<file path="config.mk">
export PLATFORM = sky130hd
export DESIGN_NAME = fifo_odd_even_wr
export DESIGN_NICKNAME = d
export VERILOG_FILES = /design/src/rtl/fifo_oe_pkg.sv /design/src/rtl/fifo_odd_even_wr.sv
export SDC_FILE = /design/constraint.sdc
export NUM_CORES = 1
export LEC_CHECK = 0
export CAP_MARGIN = 25
export CORE_ASPECT_RATIO = 1.1
export CORE_MARGIN = 4
export CORE_UTILIZATION = 53
export CTS_CLUSTER_SIZE = 16
export DETAILED_ROUTE_END_ITERATION = 6
export MAX_ROUTING_LAYER = met4
export PLACE_DENSITY = 0.86
export SLEW_MARGIN = 40
export SYNTH_ARGS = -nofsm -noshare
export SYNTH_HDL_FRONTEND = slang
export SYNTH_SLANG_ARGS = --single-unit
</file>
<file path="constraint.sdc">
create_clock -name clk -period 4.9 [get_ports clk]
set_clock_uncertainty 0.2 [all_clocks]
set_input_delay 1.47 -clock clk [delete_from_list [all_inputs] [get_ports clk]]
set_output_delay 1.47 -clock clk [all_outputs]
set_load 0.005 [all_outputs]
</file>
<file path="src/rtl/fifo_oe_pkg.sv">
// Shared types and constants for the odd/even FIFO write splitter.
package fifo_oe_pkg;

  localparam int DW_DEFAULT = 64;

  typedef enum logic [1:0] {
    COLLECT = 2'd0,
    WR      = 2'd1,
    TAIL    = 2'd2
  } state_e;

endpackage : fifo_oe_pkg

</file>
<file path="src/rtl/fifo_odd_even_wr.sv">
// Splits a word stream into even/odd FIFOs, up to two entries per FIFO per write.
// Optional macro FIFO_OE_STALL_CNT_EN adds a saturating stall_cnt output.
module fifo_odd_even_wr
  import fifo_oe_pkg::*;
#(
  parameter int DW = DW_DEFAULT
) (
  input  logic            clk,
  input  logic            rst_n,
  input  logic            in_vld,
  output logic            in_rdy,
  input  logic [DW-1:0]   in_data,
  input  logic            in_last,
  input  logic            fifo_afull,
  output logic [2*DW-1:0] fifo0_wd,
  output logic [2*DW-1:0] fifo1_wd,
  output logic            fifo0_wen,
  output logic            fifo1_wen,
  output logic            fifo_w2entry,
  output logic            frame_done
`ifdef FIFO_OE_STALL_CNT_EN
  ,
  output logic [15:0]     stall_cnt
`endif
);

  state_e        r_state;
  state_e        w_state_nxt;
  logic [1:0]    r_cnt;
  logic [2:0]    r_n;
  logic          r_last;
  logic          r_run;
  logic [DW-1:0] r_buf [4];

  logic            w_accept;
  logic            w_wen0;
  logic            w_wen1;
  logic            w_w2;
  logic            w_done;
  logic [2*DW-1:0] w_wd0;
  logic [2*DW-1:0] w_wd1;

  // r_run keeps in_rdy low until the first clock after reset release.
  assign in_rdy   = r_run & (r_state == COLLECT);
  assign w_accept = in_vld & in_rdy;

  always_comb begin
    w_state_nxt = r_state;
    w_wen0      = 1'b0;
    w_wen1      = 1'b0;
    w_w2        = 1'b0;
    w_done      = 1'b0;
    w_wd0       = '0;
    w_wd1       = '0;
    case (r_state)
      COLLECT: begin
        if (w_accept && ((r_cnt == 2'd3) || in_last)) begin
          w_state_nxt = WR;
        end
      end
      WR: begin
        if (!fifo_afull) begin
          w_wen0            = 1'b1;
          w_wd0[DW-1:0]     = r_buf[0];
          case (r_n)
            3'd1: begin
              w_done      = r_last;
              w_state_nxt = COLLECT;
            end
            3'd2: begin
              w_wen1        = 1'b1;
              w_wd1[DW-1:0] = r_buf[1];
              w_done        = r_last;
              w_state_nxt   = COLLECT;
            end
            3'd3: begin
              // Third word goes to fifo0 alone on the following cycle.
              w_wen1        = 1'b1;
              w_wd1[DW-1:0] = r_buf[1];
              w_state_nxt   = TAIL;
            end
            default: begin
              w_wen1        = 1'b1;
              w_w2          = 1'b1;
              w_wd0         = {r_buf[2], r_buf[0]};
              w_wd1         = {r_buf[3], r_buf[1]};
              w_done        = r_last;
              w_state_nxt   = COLLECT;
            end
          endcase
        end
      end
      TAIL: begin
        if (!fifo_afull) begin
          w_wen0        = 1'b1;
          w_wd0[DW-1:0] = r_buf[2];
          w_done        = r_last;
          w_state_nxt   = COLLECT;
        end
      end
      default: begin
        w_state_nxt = COLLECT;
      end
    endcase
  end

  assign fifo0_wen    = w_wen0;
  assign fifo1_wen    = w_wen1;
  assign fifo_w2entry = w_w2;
  assign fifo0_wd     = w_wd0;
  assign fifo1_wd     = w_wd1;
  assign frame_done   = w_done;

  always_ff @(posedge clk or negedge rst_n) begin
    if (!rst_n) begin
      r_state <= COLLECT;
      r_cnt   <= 2'd0;
      r_n     <= 3'd0;
      r_last  <= 1'b0;
      r_run   <= 1'b0;
      for (int i = 0; i < 4; i++) begin
        r_buf[i] <= '0;
      end
    end else begin
      r_run   <= 1'b1;
      r_state <= w_state_nxt;
      if (w_accept) begin
        r_buf[r_cnt] <= in_data;
        r_cnt        <= r_cnt + 2'd1;
        if ((r_cnt == 2'd3) || in_last) begin
          r_n    <= {1'b0, r_cnt} + 3'd1;
          r_last <= in_last;
        end
      end
      if ((r_state != COLLECT) && (w_state_nxt == COLLECT)) begin
        r_cnt <= 2'd0;
      end
    end
  end

`ifdef FIFO_OE_STALL_CNT_EN
  logic [15:0] r_stall_cnt;

  always_ff @(posedge clk or negedge rst_n) begin
    if (!rst_n) begin
      r_stall_cnt <= 16'd0;
    end else if ((r_state != COLLECT) && fifo_afull && (r_stall_cnt != 16'hFFFF)) begin
      r_stall_cnt <= r_stall_cnt + 16'd1;
    end
  end

  assign stall_cnt = r_stall_cnt;
`endif

endmodule : fifo_odd_even_wr

</file>
==> results of run 1 <==
## area by class of cell
class / instances / share of cell area (%)
diodes: 1 / 0.01455
repair buffers: 364 / 22.62
well taps: 300 / 2.182
flip-flops and latches: 265 / 38.55
multi-input cells: 620 / 30.86
clock inverters: 8 / 0.8438
inverters: 6 / 0.1309
clock buffers: 39 / 4.787
## power groups by stage
stage / registers (uW) / clock network [uW] / logic, uW
2_1_floorplan: 3440 / 0 / 1510
3_3_place_gp: 3590 / 0 / 2310
3_5_place_dp: 3640 / 0 / 2400
4_1_cts: 3620 / 2270 / 2480
5_1_grt: 3730 / 2370 / 2740
6_report: 3640 / 2220 / 2530
## synthesized netlist by cell type (2+ instances only)
| cell | instances |
|---|---|
| a21oi_1 | 3 |
| a22oi_1 | 64 |
| and2_1 | 193 |
| buf_1 | 4 |
| buf_2 | 20 |
| buf_6 | 5 |
| clkbuf_1 | 38 |
| dfrtp_1 | 265 |
| ha_1 | 8 |
| inv_1 | 6 |
| mux2_1 | 16 |
| mux2_2 | 211 |
| mux2_4 | 30 |
| nand2_1 | 4 |
| nand2_2 | 2 |
| nand2b_1 | 2 |
| nand4_1 | 2 |
| nor2_1 | 66 |
| nor3b_1 | 2 |
| o21ai_0 | 2 |
## path summary, 6_finish.rpt
| path | from | end | slack [ns] | cells after the start |
|---|---|---|---|---|
| worst max-delay path | fifo_afull | fifo0_wd[82] | 0.28 | 8 |
| worst min-delay path | r_buf[133]$_DFFE_PN0P_ | r_buf[133]$_DFFE_PN0P_ | 0.28 | 1 |
| worst max register to register | r_state[0]$_DFF_PN0_ | r_buf[26]$_DFFE_PN0P_ | 2.15 | 6 |
| worst min register to register | r_buf[133]$_DFFE_PN0P_ | r_buf[133]$_DFFE_PN0P_ | 0.28 | 1 |
| max in group asynchronous | rst_n | r_buf[91]$_DFFE_PN0P_ | 2.82 | 2 |
| min in group asynchronous | rst_n | r_buf[183]$_DFFE_PN0P_ | 0.72 | 1 |
## routing by layer
metal | GRT usage, % | part of all wire [%]
met5 | - | 0
met4 | 9.221 | 3.7
met3 | 5.867 | 6.2
met2 | 45.27 | 50
met1 | 32.46 | 40
## repair_timing
action / CTS / global route
setup buffers: 5 / 1
endpoints found under the setup margin: 171 / 160
pin swaps: 1 / 1
gates resized for setup: 28 / 13
hold buffers: 0 / 0
gates cloned: 3 / 5
## through the flow
step                      cell area (um^2)  util, %  setup TNS, ns  total power [uW]  cells
final                                17200    75.48              0              8391   1603
after global routing                 17200    75.48              0              8840   1603
after CTS                            17020    74.68       -0.01746              8360   1596
after detailed placement             15930    69.90         -10.61              6040   1541
after global placement               15930    69.90         -7.101              5904   1541
after floorplan                      12230        -              0              4956    959
## registers in the layout, indices dropped and copies added, names as in the netlist
name,count
r_last,1
r_buf,256
r_state,2
r_cnt,2
r_run,1
r_n,3
## cells by family after synthesis
family | after synthesis | synth area share [%]
DFF | 265 | 54.23
and+or+nand+nor | 274 | 12.62
other | 1 | 0.03066
AOI/OAI and AO/OA | 78 | 4.758
muxes | 258 | 24.67
xor gates and xnor gates | 1 | 0.07163
adders and majority gates | 8 | 0.8185
buffers and inverters | 74 | 2.814
==> run metrics, run 1 <==
status=completed; first-pass GRT wire length=about 54000 um; HP Class=register to register; Seq. cell area=roughly 6600 um^2; I/O Buffers=between 300 and 400; Post-Place Worst Slack=-0.1175 ns; Ys Warns=0; Cells after Synth=959; crit path kind=input port to output port; Cell Pwr Density=around 490 nW/um^2; Seq/Total Area, Yosys=54.23%; worst skew pair latency=between 0.5 and 0.6 ns; DRT Pass-1 Iters=4; DIE WIDTH=152.8 um; drt via density=5.527; actual transition at the worst max-transition pin=around 0.6 ns; TritonCTS clock tree=yes; Num CTS Buffers=28; vias in the first global route=between 9k and 10k; Final Hold Violating Endpoints=0; largest net degree at the start of global routing=about 100; initial antenna violation count=1; clk slew on worst S/H paths=about 0.060 ns; Lkg Pwr=roughly 0.008 uW; Crit. End Element=output port; ys async rst share=100.0%; RSZ-0062 raised after global routing=false; synth-to-layout area growth=40.65%; worst vdd ir=320.3 uV; iteration-0 DRC count of the detailed router=around 360; critical path required time=~3.2 ns; crit path buf inv count=5; CP delay by family, top=buffers and inverters; Layout Nets=1362; ranking of synthesized cells by area=dfrtp_1 (54%), mux2_2 (19%), and2_1 (9.9%), a22oi_1 (3.9%), mux2_4 (3.7%); ys flop type=dfrtp_1; # rows=a little under 60; max cap viols=0; commonest non-fill, non-tap cells in the layout=clkdlybuf4s50_1 (295), dfrtp_1 (265), mux2_2 (211); GRT Util Overall=between 20% and 30%; Overflow after GRT=0; core region area=approximately 23000 um^2; Die Y=roughly 170 um; DRT Wirelength=between 30000 and 40000 um; fin crit share=94.35%; Crit path top cell by count=buf_12; Final HPWL DP=21940 um; root buffer cell=clkbuf_16; IO Count=330; crit path max-delay cell type=clkdlybuf4s50_1; multi-input logic area=about 5300 um^2; slowest stage delay, CP=0.51 ns; FMAX=roughly 220 MHz; Slew Limit Headroom=between 60% and 70%; Comb power frac=between 30% and 40%; Yosys cell types=36; Pins Over Slew Limit=0; clock share of power=26.5%; CTS Sinks=265; Routed Antenna Nets=0; Post-synth EDFFs=0; final setup margin=0.2770 ns; Die ar.=25570 um^2; Filler cells=approximately 1.5k; Yosys top cell area share=54.23%; Synth Area per Inst=around 13 um^2; GPL Wtd Cong=between 0.8 and 0.9; sequential cell fraction of total power=between 40 and 50%; Switching Fraction=a little under 30%; H-tree depth=1; Setup Viol. Count Final=0; #FFs+latches synth=265; Final Hold Slack=approximately 0.28 ns; Post-Syn Area=about 12000 um^2; syn_nets=about 1.0k; Sw Pwr=between 2000 and 2500 uW; Power Internal=5946 uW; commonest non-fill, non-tap cell in the layout=clkdlybuf4s50_1; Setup crit start kind=input port; crit path DAT=approximately 3.0 ns; min cycle time layout=around 4.6 ns; fraction of layout cells with a size suffix above 1=about a quarter; Residual DRC=0; Avg WL per Cell=~22 um; Longest Clk Path Bufs=3; via count=8859; critical path peak fanout=8; initial core utilization=53.67%; worst path cell trace=dlymetal6s2s_1 > nand2b_4 > nor2_4 > buf_12 > buf_4 > buf_12 > and2_1 > clkdlybuf4s50_1; post-synth top area cell=dfrtp_1
Power figures use the tool's default switching activity.
==> inputs of run 2 (changes only) <==
--- a/config.mk
+++ b/config.mk
@@ -6,11 +6,12 @@
 export NUM_CORES = 1
 export LEC_CHECK = 0
 export CAP_MARGIN = 25
-export CORE_ASPECT_RATIO = 1.1
+export CORE_ASPECT_RATIO = 1.25
 export CORE_MARGIN = 4
 export CORE_UTILIZATION = 53
 export CTS_CLUSTER_SIZE = 16
 export DETAILED_ROUTE_END_ITERATION = 6
+export GPL_TIMING_DRIVEN = 0
 export MAX_ROUTING_LAYER = met4
 export PLACE_DENSITY = 0.86
 export SLEW_MARGIN = 40
==> run metrics, run 2 (synthesis results as in run 1) <==
synth-to-layout area growth=40.60%; worst vdd ir=391.1 uV; I/O Buffers=329; DIE WIDTH=143.9 um; Final Hold Violating Endpoints=0; via count=~9k; initial core utilization=between 50% and 60%; GRT Util Overall=28.57%; Num CTS Buffers=26; TritonCTS clock tree=yes; crit path kind=register to output port; Die Y=~180 um; critical path peak fanout=10; FMAX=~210 MHz; DRT Wirelength=between 30000 and 40000 um; capturing point of the worst reg2reg path=r_buf[108]$_DFFE_PN0P_; IO Count=330; worst min-delay path startpoint=r_buf[60]$_DFFE_PN0P_; largest net degree at the start of global routing=between 70 and 80; Cell Pwr Density=roughly 480 nW/um^2; placed cells=1575; commonest non-fill, non-tap cells in the layout=dfrtp_1 (265), clkdlybuf4s50_1 (225), mux2_2 (211); Largest register FFs=about 260; worst skew pair latency=about 0.52 ns; min cycle time layout=about 4.7 ns; GR met1 Demand/Resource=33.34%; Longest Clk Path Bufs=3; H-tree depth=1; CTS Sinks=265; Final HPWL DP=around 26000 um; Routed Antenna Nets=0; Crit. End Element=output port; Cells on Worst Hold Path=1; Pins Over Slew Limit=0; core region area=22520 um^2; Avg WL per Cell=approximately 22 um; crit path DAT=3.03 ns; Residual DRC=0; Lkg Pwr=about 0.0082 uW; vias in the first global route=about 9.6k; Post-Place Worst Slack=-0.8388 ns; Slew Limit Headroom=a little over half; HP Class=register to register; global routing's busiest layer=met2; met2 GRT Util=49.46%; crit path max-delay cell type=clkdlybuf4s50_1; hold buffer count at cts=0; Layout Nets=1404; Setup Viol. Count Final=0; worst reg2reg path startpoint=r_state[1]$_DFF_PN0_; most flop-heavy register=r_buf; slowest stage delay, CP=0.54 ns; GPL Wtd Cong=0.8424; clk slew on worst S/H paths=0.06 ns; Overflow after GRT=0; fraction of layout cells with a size suffix above 1=between 20% and 30%; max cap viols=0; DRT Pass-1 Iters=5; reg-to-reg slack, setup=2.40 ns; drt via density=roughly 5.5; worst path cell trace=inv_1 > ha_1 > clkbuf_1 > clkbuf_2 > a22oi_1 > nor2_1 > clkdlybuf4s50_1; met3 Track Usage GR=5.687%; initial antenna violation count=1; # rows=61; first-pass GRT wire length=approximately 55000 um; fin cells=about 1.6k; Die ar.=around 26000 um^2; commonest non-fill, non-tap cell in the layout=dfrtp_1; sink of the worst hold path=r_buf[60]$_DFFE_PN0P_; status=completed; critical path required time=between 3 and 4 ns; final instance area=around 17000 um^2; Regs by FF count=r_buf x256, r_n x3; fin crit share=a little over nine tenths; DP Area=approximately 16000 um^2; actual transition at the worst max-transition pin=roughly 0.71 ns; Worst R2R Path Depth=5; root buffer cell=clkbuf_16; iteration-0 DRC count of the detailed router=480; setup TNS=0 ns; Setup crit start kind=register; RSZ-0062 raised after global routing=false; final setup margin=0.2038 ns
run 2: cell types whose count changed in the layout (fill, tap and decap cells not counted), moves of 3 or more:
cell,delta
nand2_4,-3
clkbuf_1,+7
clkbuf_8,+18
buf_6,+5
clkbuf_16,-4
clkbuf_2,+10
buf_12,-13
buf_2,+22
clkdlybuf4s50_1,-70
dlygate4sd2_1,+73
dlymetal6s2s_1,-3
buf_4,-5
run 2: routing by layer:
metal	part of all wire (%)	vias up	wire, um
met2	53	308	19020
met3	6.0	62	2169
met1	38	4619	13700
met5	0	-	0
met4	3.3	0	1195
li1	-	4044	-
run 2: worst max path at each step:
stage | startpoint | to | slack [ns] | cells past startpoint
after global routing | r_state[0]$_DFF_PN0_ | fifo0_wd[39] | 0.01 | 7
after CTS | fifo_afull | fifo1_wd[11] | -0.10 | 7
after global placement | rst_n | r_buf[43]$_DFFE_PN0P_ | -9.18 | 1
final | r_state[0]$_DFF_PN0_ | fifo0_wd[11] | 0.20 | 7
after detailed placement | fifo_afull | fifo1_wd[11] | -0.84 | 7
after floorplan | fifo_afull | fifo0_wd[100] | 0.81 | 5
run 2: where the power goes:
part	switching (uW)	internal, uW	leakage, uW
sequential	522	3100	0.00334
combinational	1070	1430	0.00442
clock	827	1320	0.000453
total	2420	5850	0.00822
run 2: area by class of cell:
type / count / area (um^2)
tap: 283 / 354.1
inverter: 6 / 22.52
clock buffer: 39 / 790.8
antenna: 1 / 2.502
fill: 1445 / 5321
timing repair buffer: 340 / 3387
sequential: 265 / 6631
multi-input combinational: 620 / 5276
buffer: 68 / 591.8
clock inverter: 7 / 137.6
run 2: critical path: cells and delay by family, from the launching register on:
kind | cells | cell delay (ns)
adders and majority gates | 1 | 0.19
AOI/OAI and AO/OA | 1 | 0.15
buffers and inverters | 4 | 1.58
DFF | 1 | 0.41
and+or+nand+nor | 1 | 0.18
run 2: metrics by stage:
stage                     hold slack, ns  power, uW  util (%)
after detailed placement          0.2754       6015     71.03
final                             0.2884       8274     76.37
after floorplan                   0.2556       4956         -
after CTS                         0.2893       8262     75.90
after global routing              0.2969       8698     76.37
after global placement            0.2664       5858     70.51
run 2: repair_timing:
item                       in CTS  in global routing
cloned                          0                  1
setup endpoints to repair     254                121
pin swaps                       1                  0
gates resized for setup       175                 26
setup buffers                   3                  3
